`src/rtl/ibex_rf_init_ctrl_if.sv`:
```
// rtl/ibex_rf_init_ctrl_if.sv - core writeback and register file port bundle for the init controller
interface ibex_rf_init_ctrl_if #(
    parameter int DataWidth = 32
) ();
    logic [4:0]           core_waddr_i;
    logic [DataWidth-1:0] core_wdata_i;
    logic                 core_we_i;
    logic                 core_ready_o;
    logic [4:0]           rf_waddr_o;
    logic [DataWidth-1:0] rf_wdata_o;
    logic                 rf_we_o;
    logic [4:0]           rf_raddr_o;
    logic [DataWidth-1:0] rf_rdata_i;

    // Controller side: takes core writes, drives the register file ports
    modport slave (
        input  core_waddr_i, core_wdata_i, core_we_i, rf_rdata_i,
        output core_ready_o, rf_waddr_o, rf_wdata_o, rf_we_o, rf_raddr_o
    );

    // Environment side: core writeback plus register file
    modport master (
        output core_waddr_i, core_wdata_i, core_we_i, rf_rdata_i,
        input  core_ready_o, rf_waddr_o, rf_wdata_o, rf_we_o, rf_raddr_o
    );
endinterface

```
`src/rtl/ibex_rf_init_ctrl.sv`:
```
// rtl/ibex_rf_init_ctrl.sv - sweeps x1..xLast to InitVal after reset or on request, then forwards core writes
module ibex_rf_init_ctrl #(
    parameter bit                 RV32E      = 1'b0,
    parameter int                 DataWidth  = 32,
    parameter logic [DataWidth-1:0] InitVal  = '0,
    parameter bit                 VerifyInit = 1'b1
) (
    input  logic                 clk_i,
    input  logic                 rst_ni,
    input  logic                 init_req_i,
    ibex_rf_init_ctrl_if.slave   bus,
    output logic                 init_busy_o,
    output logic                 init_done_o,
    output logic                 init_err_o
);
    typedef enum logic [1:0] {
        StStart,
        StWrite,
        StCheck,
        StDone
    } state_e;

    localparam logic [4:0] LastAddr = RV32E ? 5'd15 : 5'd31;

    state_e     state_q, state_d;
    logic [4:0] cnt_q, cnt_d;
    logic       err_q, err_d;

    always_ff @(posedge clk_i or negedge rst_ni) begin
        if (!rst_ni) begin
            state_q <= StStart;
            cnt_q   <= 5'd1;
            err_q   <= 1'b0;
        end else begin
            state_q <= state_d;
            cnt_q   <= cnt_d;
            err_q   <= err_d;
        end
    end

    always_comb begin
        state_d          = state_q;
        cnt_d            = cnt_q;
        err_d            = err_q;
        bus.rf_we_o      = 1'b0;
        bus.rf_waddr_o   = 5'd0;
        bus.rf_wdata_o   = '0;
        bus.rf_raddr_o   = 5'd0;
        bus.core_ready_o = 1'b0;
        unique case (state_q)
            StStart: begin
                state_d = StWrite;
            end
            StWrite: begin
                bus.rf_we_o    = 1'b1;
                bus.rf_waddr_o = cnt_q;
                bus.rf_wdata_o = InitVal;
                if (VerifyInit) begin
                    state_d = StCheck;
                end else if (cnt_q == LastAddr) begin
                    state_d = StDone;
                end else begin
                    cnt_d = cnt_q + 5'd1;
                end
            end
            StCheck: begin
                // The read port is combinational, so the word written last cycle is visible now
                bus.rf_raddr_o = cnt_q;
                if (bus.rf_rdata_i != InitVal) begin
                    err_d = 1'b1;
                end
                if (cnt_q == LastAddr) begin
                    state_d = StDone;
                end else begin
                    cnt_d   = cnt_q + 5'd1;
                    state_d = StWrite;
                end
            end
            StDone: begin
                bus.core_ready_o = 1'b1;
                bus.rf_we_o      = bus.core_we_i;
                bus.rf_waddr_o   = bus.core_waddr_i;
                bus.rf_wdata_o   = bus.core_wdata_i;
                // A core write in the request cycle still lands; the sweep follows it
                if (init_req_i) begin
                    state_d = StStart;
                    cnt_d   = 5'd1;
                    err_d   = 1'b0;
                end
            end
            default: begin
                state_d = StStart;
            end
        endcase
    end

    assign init_busy_o = (state_q != StDone);
    assign init_done_o = (state_q == StDone);
    assign init_err_o  = err_q;
endmodule
```
`src/flat_wrapper.sv`:
```
// flat-port wrapper written by rule: the top's interface ports become plain ports
module ibex_rf_init_ctrl_flat 
#(
    parameter bit                 RV32E      = 1'b0,
    parameter int                 DataWidth  = 32,
    parameter logic [DataWidth-1:0] InitVal  = '0,
    parameter bit                 VerifyInit = 1'b1
)
  (clk_i, rst_ni, init_req_i, init_busy_o, init_done_o, init_err_o, bus_core_waddr_i, bus_core_wdata_i, bus_core_we_i, bus_rf_rdata_i, bus_core_ready_o, bus_rf_waddr_o, bus_rf_wdata_o, bus_rf_we_o, bus_rf_raddr_o);
  ibex_rf_init_ctrl_if #(.DataWidth(DataWidth)) bus_i ();
  input  logic clk_i;
  input  logic rst_ni;
  input  logic init_req_i;
  output logic init_busy_o;
  output logic init_done_o;
  output logic init_err_o;
  input wire logic [$bits(bus_i.core_waddr_i)-1:0] bus_core_waddr_i;
  input wire logic [$bits(bus_i.core_wdata_i)-1:0] bus_core_wdata_i;
  input wire logic [$bits(bus_i.core_we_i)-1:0] bus_core_we_i;
  input wire logic [$bits(bus_i.rf_rdata_i)-1:0] bus_rf_rdata_i;
  output wire logic [$bits(bus_i.core_ready_o)-1:0] bus_core_ready_o;
  output wire logic [$bits(bus_i.rf_waddr_o)-1:0] bus_rf_waddr_o;
  output wire logic [$bits(bus_i.rf_wdata_o)-1:0] bus_rf_wdata_o;
  output wire logic [$bits(bus_i.rf_we_o)-1:0] bus_rf_we_o;
  output wire logic [$bits(bus_i.rf_raddr_o)-1:0] bus_rf_raddr_o;
  assign bus_i.core_waddr_i = bus_core_waddr_i;
  assign bus_i.core_wdata_i = bus_core_wdata_i;
  assign bus_i.core_we_i = bus_core_we_i;
  assign bus_i.rf_rdata_i = bus_rf_rdata_i;
  assign bus_core_ready_o = bus_i.core_ready_o;
  assign bus_rf_waddr_o = bus_i.rf_waddr_o;
  assign bus_rf_wdata_o = bus_i.rf_wdata_o;
  assign bus_rf_we_o = bus_i.rf_we_o;
  assign bus_rf_raddr_o = bus_i.rf_raddr_o;
  ibex_rf_init_ctrl #(.RV32E(RV32E), .DataWidth(DataWidth), .InitVal(InitVal), .VerifyInit(VerifyInit)) u_core (.clk_i(clk_i), .rst_ni(rst_ni), .init_req_i(init_req_i), .bus(bus_i), .init_busy_o(init_busy_o), .init_done_o(init_done_o), .init_err_o(init_err_o));
endmodule
```
`config.mk`:
```
export PLATFORM = sky130hd
export DESIGN_NAME = ibex_rf_init_ctrl_flat
export DESIGN_NICKNAME = d
export VERILOG_FILES = /design/src/rtl/ibex_rf_init_ctrl_if.sv /design/src/rtl/ibex_rf_init_ctrl.sv /design/src/flat_wrapper.sv
export SDC_FILE = /design/constraint.sdc
export NUM_CORES = 1
export LEC_CHECK = 0
export BUFFER_PORTS_ARGS = -buffer_cell sky130_fd_sc_hd__buf_2
export CORE_UTILIZATION = 31
export CTS_CLUSTER_SIZE = 40
export DETAILED_ROUTE_END_ITERATION = 10
export GPL_TIMING_DRIVEN = 0
export PLACE_DENSITY = 0.8
export SYNTH_ARGS = -nofsm -noshare
export SYNTH_HDL_FRONTEND = slang
export SYNTH_SLANG_ARGS = --single-unit
```
`constraint.sdc`:
```
create_clock -name clk_i -period 1.9 [get_ports clk_i]
set_input_delay 0.38 -clock clk_i [delete_from_list [all_inputs] [get_ports clk_i]]
set_output_delay 0.38 -clock clk_i [all_outputs]
set_load 0.03 [all_outputs]
```
==> results of run 1 <==
## layout make-up
type,count,area [um^2]
Clock buffer,4,26.3
Multi-Input combinational cell,90,624
Timing Repair Buffer,120,606
Buffer,11,65.1
Fill cell,294,1150
Inverter,6,22.5
Tap cell,31,38.8
Sequential cell,8,203
## cell families (layout without fill, tap and decap cells)
logic type               count (synthesis)  in the layout  synth area share (%)
AO/OA/AOI/OAI                           17             17                  11.5
adder cells (fa/ha/maj)                  2              2                  2.81
buffers and inverters                   17            141                  8.02
flip-flops                               8              8                  22.6
multiplexers                             6              6                  6.75
AND/OR/NAND/NOR                         65             65                  48.2
## registers in the layout, indices dropped and copies added (netlist names)
register / count
u_core.cnt_q: 5
u_core.init_err_o: 1
u_core.state_q: 2
## power by group
part           total [W]  switching (W)  internal (W)  leakage [nW]
clock network   0.000141      0.0000601     0.0000805        0.0150
logic            0.00198        0.00131      0.000664         0.931
registers       0.000343      0.0000832      0.000260        0.0957
total            0.00246        0.00146       0.00100          1.04
## what timing repair did
action                                 in CTS  in global routing
setup endpoints to repair                   2                 40
hold buffers                                1                  0
endpoints found under the hold margin       7                  0
buffers inserted                            0                  0
resized for setup                           2                 19
## layer usage
| metal | track usage, % | wire, um |
|---|---|---|
| met2 | 37.5 | 1570 |
| met3 | 3.95 | 321 |
| met4 | 6.79 | 30 |
| met5 | 0 | 0 |
| met1 | 20.2 | 1220 |
## worst paths after layout
path | cells past startpoint | from | endpoint
worst max register to register | 7 | u_core.cnt_q[0] | u_core.cnt_q[3]
min in group asynchronous | 2 | rst_ni | u_core.init_err_o
worst min-delay path | 2 | init_req_i | u_core.state_q[0]
max in group asynchronous | 2 | rst_ni | u_core.cnt_q[0]
worst min register to register | 1 | u_core.init_err_o | u_core.init_err_o
worst max-delay path | 6 | u_core.state_q[1] | init_done_o
## layout by cell type (no fill, tap or decap), drive strengths merged
cell,instances
o311ai,1
nand2,6
dlygate4sd3,1
mux2i,6
nand4,1
or3,1
o21ai,6
a21oi,4
nor2b,2
nor3,3
nand3,1
and3,33
nor2,6
a22o,1
nor4,8
dfrtp,7
nand4b,1
o21a,1
buf,123
a22oi,2
a31oi,2
clkbuf,11
dfstp,1
ha,2
inv,6
and2,3
## per-stage QoR
stage               std cells  utilization [%]
detailed placement        265             55.7
finish                    270             58.0
global route              270             58.0
floorplan                 115                -
global placement          265             55.7
CTS                       270             57.2
==> results.sh, run 1 <==
export IMPL_fmax_mhz=558
export IMPL_antenna_found_initial=0
export IMPL_synthTopCellsByArea="and3_1, dfrtp_1, mux2i_1"
export IMPL_gp_congestion=0.850
export IMPL_htreeDepth=1
export IMPL_num_vias=1329
export IMPL_async_reset_ff_share_pct=100
export IMPL_finalWorstSetupSlack_ps=109
export IMPL_start_util_pct=32.5
export IMPL_yosys_top_cells_count="and3_1, clkbuf_1, dfrtp_1"
export IMPL_grt_max_degree=11
export IMPL_die_y_um=55.6
export IMPL_synth_top_area_share_pct=23.2
export IMPL_yosys_warnings=0
export IMPL_status="finished clean"
export IMPL_syn_to_final_growth_pct=78.2
export IMPL_dieArea_um2=3090
export IMPL_grt_overflow=0
export IMPL_fin_crit_ps=1790
export IMPL_p_leak_nw=1.04
export IMPL_synth_area_um2=890
export IMPL_synth_nets=190
export IMPL_via_per_inst=4.92
export IMPL_finalMaxSlewViolations=0
export IMPL_numCtsBuffers=3
export IMPL_hpwl_um=2610
export IMPL_place_ws_ps=143
export IMPL_synth_cells=115
export IMPL_cp_arrival_ps=1410
export IMPL_ant_nets=0
export IMPL_path_buf_inv=5
export IMPL_cp_required_ps=1520
export IMPL_hp_class="primary input to flop"
export IMPL_clk_latency_ps=260
export IMPL_power_w=0.00246
export IMPL_num_io_pins=120
export IMPL_cts_tree="built"
export IMPL_max_cap_violations=0
export IMPL_wl_per_cell_um=11.6
export IMPL_synthFlopType="dfrtp_1"
export IMPL_grt_pass1_wl_um=4830
export IMPL_setup_violations=0
export IMPL_die_w_um=55.6
export IMPL_hold_viol=0
export IMPL_diodes=0
export IMPL_cpPeakStageDelay_ps=310
export IMPL_ys_seq_elements=8
export IMPL_slew_headroom_pct=62.5
export IMPL_peakVddDrop_mv=0.947
export IMPL_syn_area_per_cell_um2=7.74
export IMPL_final_nets=315
export IMPL_drt_wl_total_um=3140
export IMPL_worstSetupPathType="flop to output pin"
export IMPL_drtIter0Drc=38
export IMPL_r2r_slack_ps=180
export IMPL_port_buffers=119
export IMPL_synth_edff_count=0
export IMPL_whs_ps=356
export IMPL_finalClockSkew_ps=11.3
export IMPL_crit_path_cell_trace="buf_2 -> clkbuf_2 -> nand2_1 -> inv_1 -> buf_4 -> buf_2"
export IMPL_start_kind="flop"
export IMPL_cp_end_kind="output pin"
export IMPL_final_period_utilization_pct=94.3
export IMPL_yosysMostFrequentCell="and3_1"
export IMPL_cts_sinks=8
export IMPL_final_area_um2=1590
export IMPL_drive_gt1_share_pct=60.3
export IMPL_dr_pass1_iters=4
export IMPL_core_area_um2=2730
export IMPL_p_per_area_nw_per_um2=1550
export IMPL_drc=0
export IMPL_tns_ps=0
export IMPL_grt_pass1_vias=1192
export IMPL_cts_root_buf="clkbuf_4"
export IMPL_cp_slowest_cell="dfrtp_1"
export IMPL_rsz0062_at_grt="false"
export IMPL_cp_max_fo=10
export IMPL_rows=19
export IMPL_synth_distinct_cells=30
export IMPL_clockBufferDepth=2
export IMPL_cts_clk_slew_worst_paths_ps=60
export IMPL_synth_area_leader_cell="and3_1"
export IMPL_seq_area_frac_synth_pct=22.6
export IMPL_placed_cell_area_um2=1520
export IMPL_grt_usage_pct=19.3
export IMPL_cpMostUsedCell="buf_2"
export IMPL_crit_family="buffers and inverters"
export IMPL_worst_slew_pin_slew_ps=557
Power figures use the tool's default switching activity.
==> run 2: changes to the inputs <==
Settings changed: BUFFER_PORTS_ARGS -buffer_cell sky130_fd_sc_hd__buf_2 to -buffer_cell sky130_fd_sc_hd__clkbuf_2.
==> results.sh, run 2 (same netlist as run 1, synthesis figures left out) <==
export IMPL_grt_max_degree=11
export IMPL_drt_wl_total_um=3070
export IMPL_finalClockSkew_ps=9.14
export IMPL_rows=19
export IMPL_hpwl_um=2610
export IMPL_share_comb_of_total_power_pct=80.6
export IMPL_port_buffers=119
export IMPL_grt_usage_pct=19.6
export IMPL_final_period_utilization_pct=94.0
export IMPL_setup_violations=0
export IMPL_num_io_pins=120
export IMPL_worstSetupPathType="flop to output pin"
export IMPL_drive_gt1_share_pct=60.3
export IMPL_gp_congestion=0.847
export IMPL_pwr_share_clk_pct=5.8
export IMPL_finalMaxSlewViolations=0
export IMPL_crit_family="buffers and inverters"
export IMPL_via_per_inst=4.80
export IMPL_cts_tree="built"
export IMPL_cpPeakStageDelay_ps=310
export IMPL_ant_nets=0
export IMPL_clockBufferDepth=2
export IMPL_switchingPower_w=0.00146
export IMPL_p_sw_share_pct=59.4
export IMPL_hold_viol=0
export IMPL_num_vias=1295
export IMPL_slew_headroom_pct=60.5
export IMPL_drtIter0Drc=32
export IMPL_cp_end_kind="output pin"
export IMPL_crit_path_cell_trace="buf_2 -> buf_2 -> nand2_1 -> inv_1 -> buf_4 -> clkbuf_2"
export IMPL_dieArea_um2=3090
export IMPL_pwr_share_seq_pct=13.6
export IMPL_grt_pass1_wl_um=4920
export IMPL_cp_slowest_cell="dfrtp_1"
export IMPL_rsz0062_at_grt="false"
export IMPL_fin_crit_ps=1790
export IMPL_internal_power_w=0.00100
export IMPL_wl_per_cell_um=11.4
export IMPL_p_per_area_nw_per_um2=1550
export IMPL_final_common_cell="clkbuf_2"
export IMPL_max_cap_violations=0
export IMPL_start_kind="flop"
export IMPL_start_util_pct=32.5
export IMPL_clk_latency_ps=260
export IMPL_grt_pass1_vias=1209
export IMPL_die_w_um=55.6
export IMPL_tns_ps=0
export IMPL_status="finished clean"
export IMPL_worst_slew_pin_slew_ps=587
export IMPL_numCtsBuffers=3
export IMPL_peakVddDrop_mv=0.933
export IMPL_hp_class="primary input to flop"
export IMPL_drc=0
export IMPL_grt_overflow=0
export IMPL_p_leak_nw=1.03
export IMPL_die_y_um=55.6
export IMPL_diodes=0
export IMPL_largest_reg_flops=5
export IMPL_syn_to_final_growth_pct=78.5
export IMPL_core_area_um2=2730
export IMPL_cp_arrival_ps=1410
export IMPL_whs_ps=361
export IMPL_cts_sinks=8
export IMPL_cts_clk_slew_worst_paths_ps=60
export IMPL_antenna_found_initial=0
export IMPL_path_buf_inv=5
export IMPL_power_w=0.00246
export IMPL_cp_max_fo=10
export IMPL_cts_setup_buffers=0
export IMPL_regMostFlops="u_core.cnt_q"
export IMPL_cpMostUsedCell="buf_2"
export IMPL_fmax_mhz=560
export IMPL_final_nets=315
export IMPL_dr_pass1_iters=4
export IMPL_cp_required_ps=1520
export IMPL_final_cell_mix="clkbuf_2, and3_1"
export IMPL_htreeDepth=1
export IMPL_cts_root_buf="clkbuf_4"
-- run 2: changes by cell type in the layout (fill, tap and decap cells not counted), sizes merged --
cell    previous run  this run
buf              123         6
clkbuf            11       128
-- run 2: per-stage QoR --
step	std cells	area [um^2]	utilization [%]	worst slack [ps]
detailed placement	265	1520	55.7	143
global route	270	1590	58.1	6.96
global placement	265	1520	55.7	147
floorplan	115	890	-	16.1
CTS	270	1560	57.2	16.5
finish	270	1590	58.1	114
-- run 2: metal layers --
metal	track usage [%]	share of wire, %
met3	4.65	9.9
met1	22.6	40
met5	0	0
met2	36.3	50
met4	4.29	0.55
-- run 2: final timing paths --
check,from,to,slack [ps],depth (start not counted)
setup reg to reg,u_core.cnt_q[0],u_core.cnt_q[3],190,7
max in group asynchronous,rst_ni,u_core.cnt_q[0],1140,2
min in group asynchronous,rst_ni,u_core.init_err_o,510,2
hold / removal,init_req_i,u_core.state_q[0],360,2
hold reg to reg,u_core.init_err_o,u_core.init_err_o,520,1
setup / recovery,u_core.state_q[1],init_done_o,110,6
-- run 2: cell type report --
type,count,area (um^2)
Sequential cell,8,203
Buffer,11,65.1
Fill cell,275,1150
Clock buffer,4,26.3
Tap cell,31,38.8
Timing Repair Buffer,120,608
Multi-Input combinational cell,90,624
Inverter,6,22.5
-- run 2: power groups by stage --
stage | Clock (W) | Combinational [W] | Sequential (W)
floorplan | 0 | 0.00139 | 0.000336
global route | 0.000159 | 0.00215 | 0.000350
global placement | 0 | 0.00193 | 0.000335
detailed placement | 0 | 0.00194 | 0.000334
CTS | 0.000149 | 0.00195 | 0.000333
finish | 0.000143 | 0.00199 | 0.000335
-- run 2: timing repair --
| action | CTS | global route |
|---|---|---|
| hold buffers | 1 | 0 |
| setup endpoints to repair | 2 | 39 |
| hold endpoints to repair | 7 | 0 |
| gates resized for setup | 2 | 22 |
-- run 2: worst register-to-register path: stages (launching register included) --
cell and delay, ps:
dfstp_2 580, ha_1 220, and3_1 170, ha_2 240, nand4b_1 150, nor3_1 60
a21oi_1 110, o21ai_0 80
==> run 3: changes to the inputs <==
Settings changed: PLACE_DENSITY 0.8 to default, PLACE_DENSITY_LB_ADDON from default to 0.05.
==> results.sh, run 3 (same netlist as run 1, synthesis figures left out) <==
export IMPL_cts_setup_buffers=0
export IMPL_largest_reg_flops=5
export IMPL_slew_headroom_pct=63.3
export IMPL_num_vias=1356
export IMPL_clk_latency_ps=270
export IMPL_worstSetupPathType="flop to output pin"
export IMPL_hold_viol=0
export IMPL_status="finished clean"
export IMPL_drive_gt1_share_pct=59.8
export IMPL_max_cap_violations=0
export IMPL_via_per_inst=5.02
export IMPL_peakVddDrop_mv=0.939
export IMPL_worst_slew_pin_slew_ps=545
export IMPL_dr_pass1_iters=5
export IMPL_gp_congestion=0.768
export IMPL_finalMaxSlewViolations=0
export IMPL_fmax_mhz=540
export IMPL_final_period_utilization_pct=97.5
export IMPL_cts_root_buf="clkbuf_4"
export IMPL_drt_wl_total_um=3090
export IMPL_dieArea_um2=3090
export IMPL_cp_max_fo=10
export IMPL_cp_required_ps=1520
export IMPL_port_buffers=119
export IMPL_wl_per_cell_um=11.4
export IMPL_die_y_um=55.6
export IMPL_clockBufferDepth=2
export IMPL_syn_to_final_growth_pct=78.1
export IMPL_grt_usage_pct=19.5
export IMPL_setup_violations=0
export IMPL_whs_ps=342
export IMPL_numCtsBuffers=3
export IMPL_htreeDepth=1
export IMPL_finalClockSkew_ps=12.3
export IMPL_rows=19
export IMPL_cts_clk_slew_worst_paths_ps=70
export IMPL_start_kind="flop"
export IMPL_fin_util_pct=57.9
export IMPL_regMostFlops="u_core.cnt_q"
export IMPL_cp_end_kind="output pin"
export IMPL_cp_arrival_ps=1470
export IMPL_final_common_cell="clkbuf_2"
export IMPL_num_io_pins=120
export IMPL_grt_overflow=0
export IMPL_grt_pass1_vias=1230
export IMPL_cts_tree="built"
export IMPL_final_nets=315
export IMPL_cts_sinks=8
export IMPL_grt_pass1_wl_um=4930
export IMPL_p_per_area_nw_per_um2=1560
export IMPL_p_leak_nw=1.03
export IMPL_antenna_found_initial=0
export IMPL_grt_max_degree=11
export IMPL_fin_crit_ps=1850
export IMPL_hpwl_um=2690
export IMPL_start_util_pct=32.5
export IMPL_die_w_um=55.6
export IMPL_drc=0
export IMPL_power_w=0.00247
export IMPL_ant_nets=0
export IMPL_diodes=0
export IMPL_hp_class="primary input to flop"
export IMPL_fillers=266
export IMPL_drtIter0Drc=66
export IMPL_core_area_um2=2730
export IMPL_final_cell_mix="clkbuf_2, and3_1, dfrtp_1"
export IMPL_tns_ps=0
run 3: path summary, 6_finish.rpt:
path	from	to	slack [ps]	depth (start not counted)
min in group asynchronous	rst_ni	u_core.cnt_q[1]	490	2
max in group asynchronous	rst_ni	u_core.cnt_q[0]	1160	2
max reg2reg	u_core.cnt_q[1]	u_core.cnt_q[3]	160	7
min reg2reg	u_core.init_err_o	u_core.init_err_o	500	1
min	init_req_i	u_core.state_q[0]	340	2
max	u_core.state_q[0]	bus_rf_raddr_o[2]	50	4
run 3: timing repair:
| item | CTS | global route |
|---|---|---|
| gates resized for setup | 2 | 19 |
| hold endpoints to repair | 7 | 0 |
| setup endpoints to repair | 4 | 38 |
| hold buffers | 1 | 0 |
run 3: cell type report:
cell class,instances,area (um^2),area share [%]
buffer,11,65.1,4.11
clock buffer,4,26.3,1.66
inverter,6,22.5,1.42
multi-input combinational,90,622,39.3
sequential,8,201,12.7
tap,31,38.8,2.45
timing repair buffer,120,608,38.4
run 3: layer usage:
| metal | share of wire (%) | global-route usage, % | vias up |
|---|---|---|---|
| li1 | - | - | 669 |
| met1 | 37 | 20.8 | 590 |
| met2 | 52 | 37.2 | 93 |
| met3 | 10 | 4.19 | 4 |
| met4 | 0.75 | 7.14 | 0 |
| met5 | 0 | 0 | - |
run 3: worst max-delay path: stages (launching register included):
cell      delay (ps)
dfrtp_1          360
clkbuf_4         180
clkbuf_4         200
nor3_1           260
buf_4            210
run 3: power by group:
part	internal (W)	switching, W
Sequential	0.000258	0.0000770
Combinational	0.000662	0.00132
Clock	0.0000808	0.0000690
Total	0.00100	0.00147
run 3: through the flow:
stage	cells	instance area (um^2)	setup slack, ps
3_5_place_dp	265	1520	139
3_3_place_gp	265	1520	136
4_1_cts	270	1560	13.5
6_report	270	1580	47.5
5_1_grt	270	1580	-5.22
2_1_floorplan	115	890	16.1
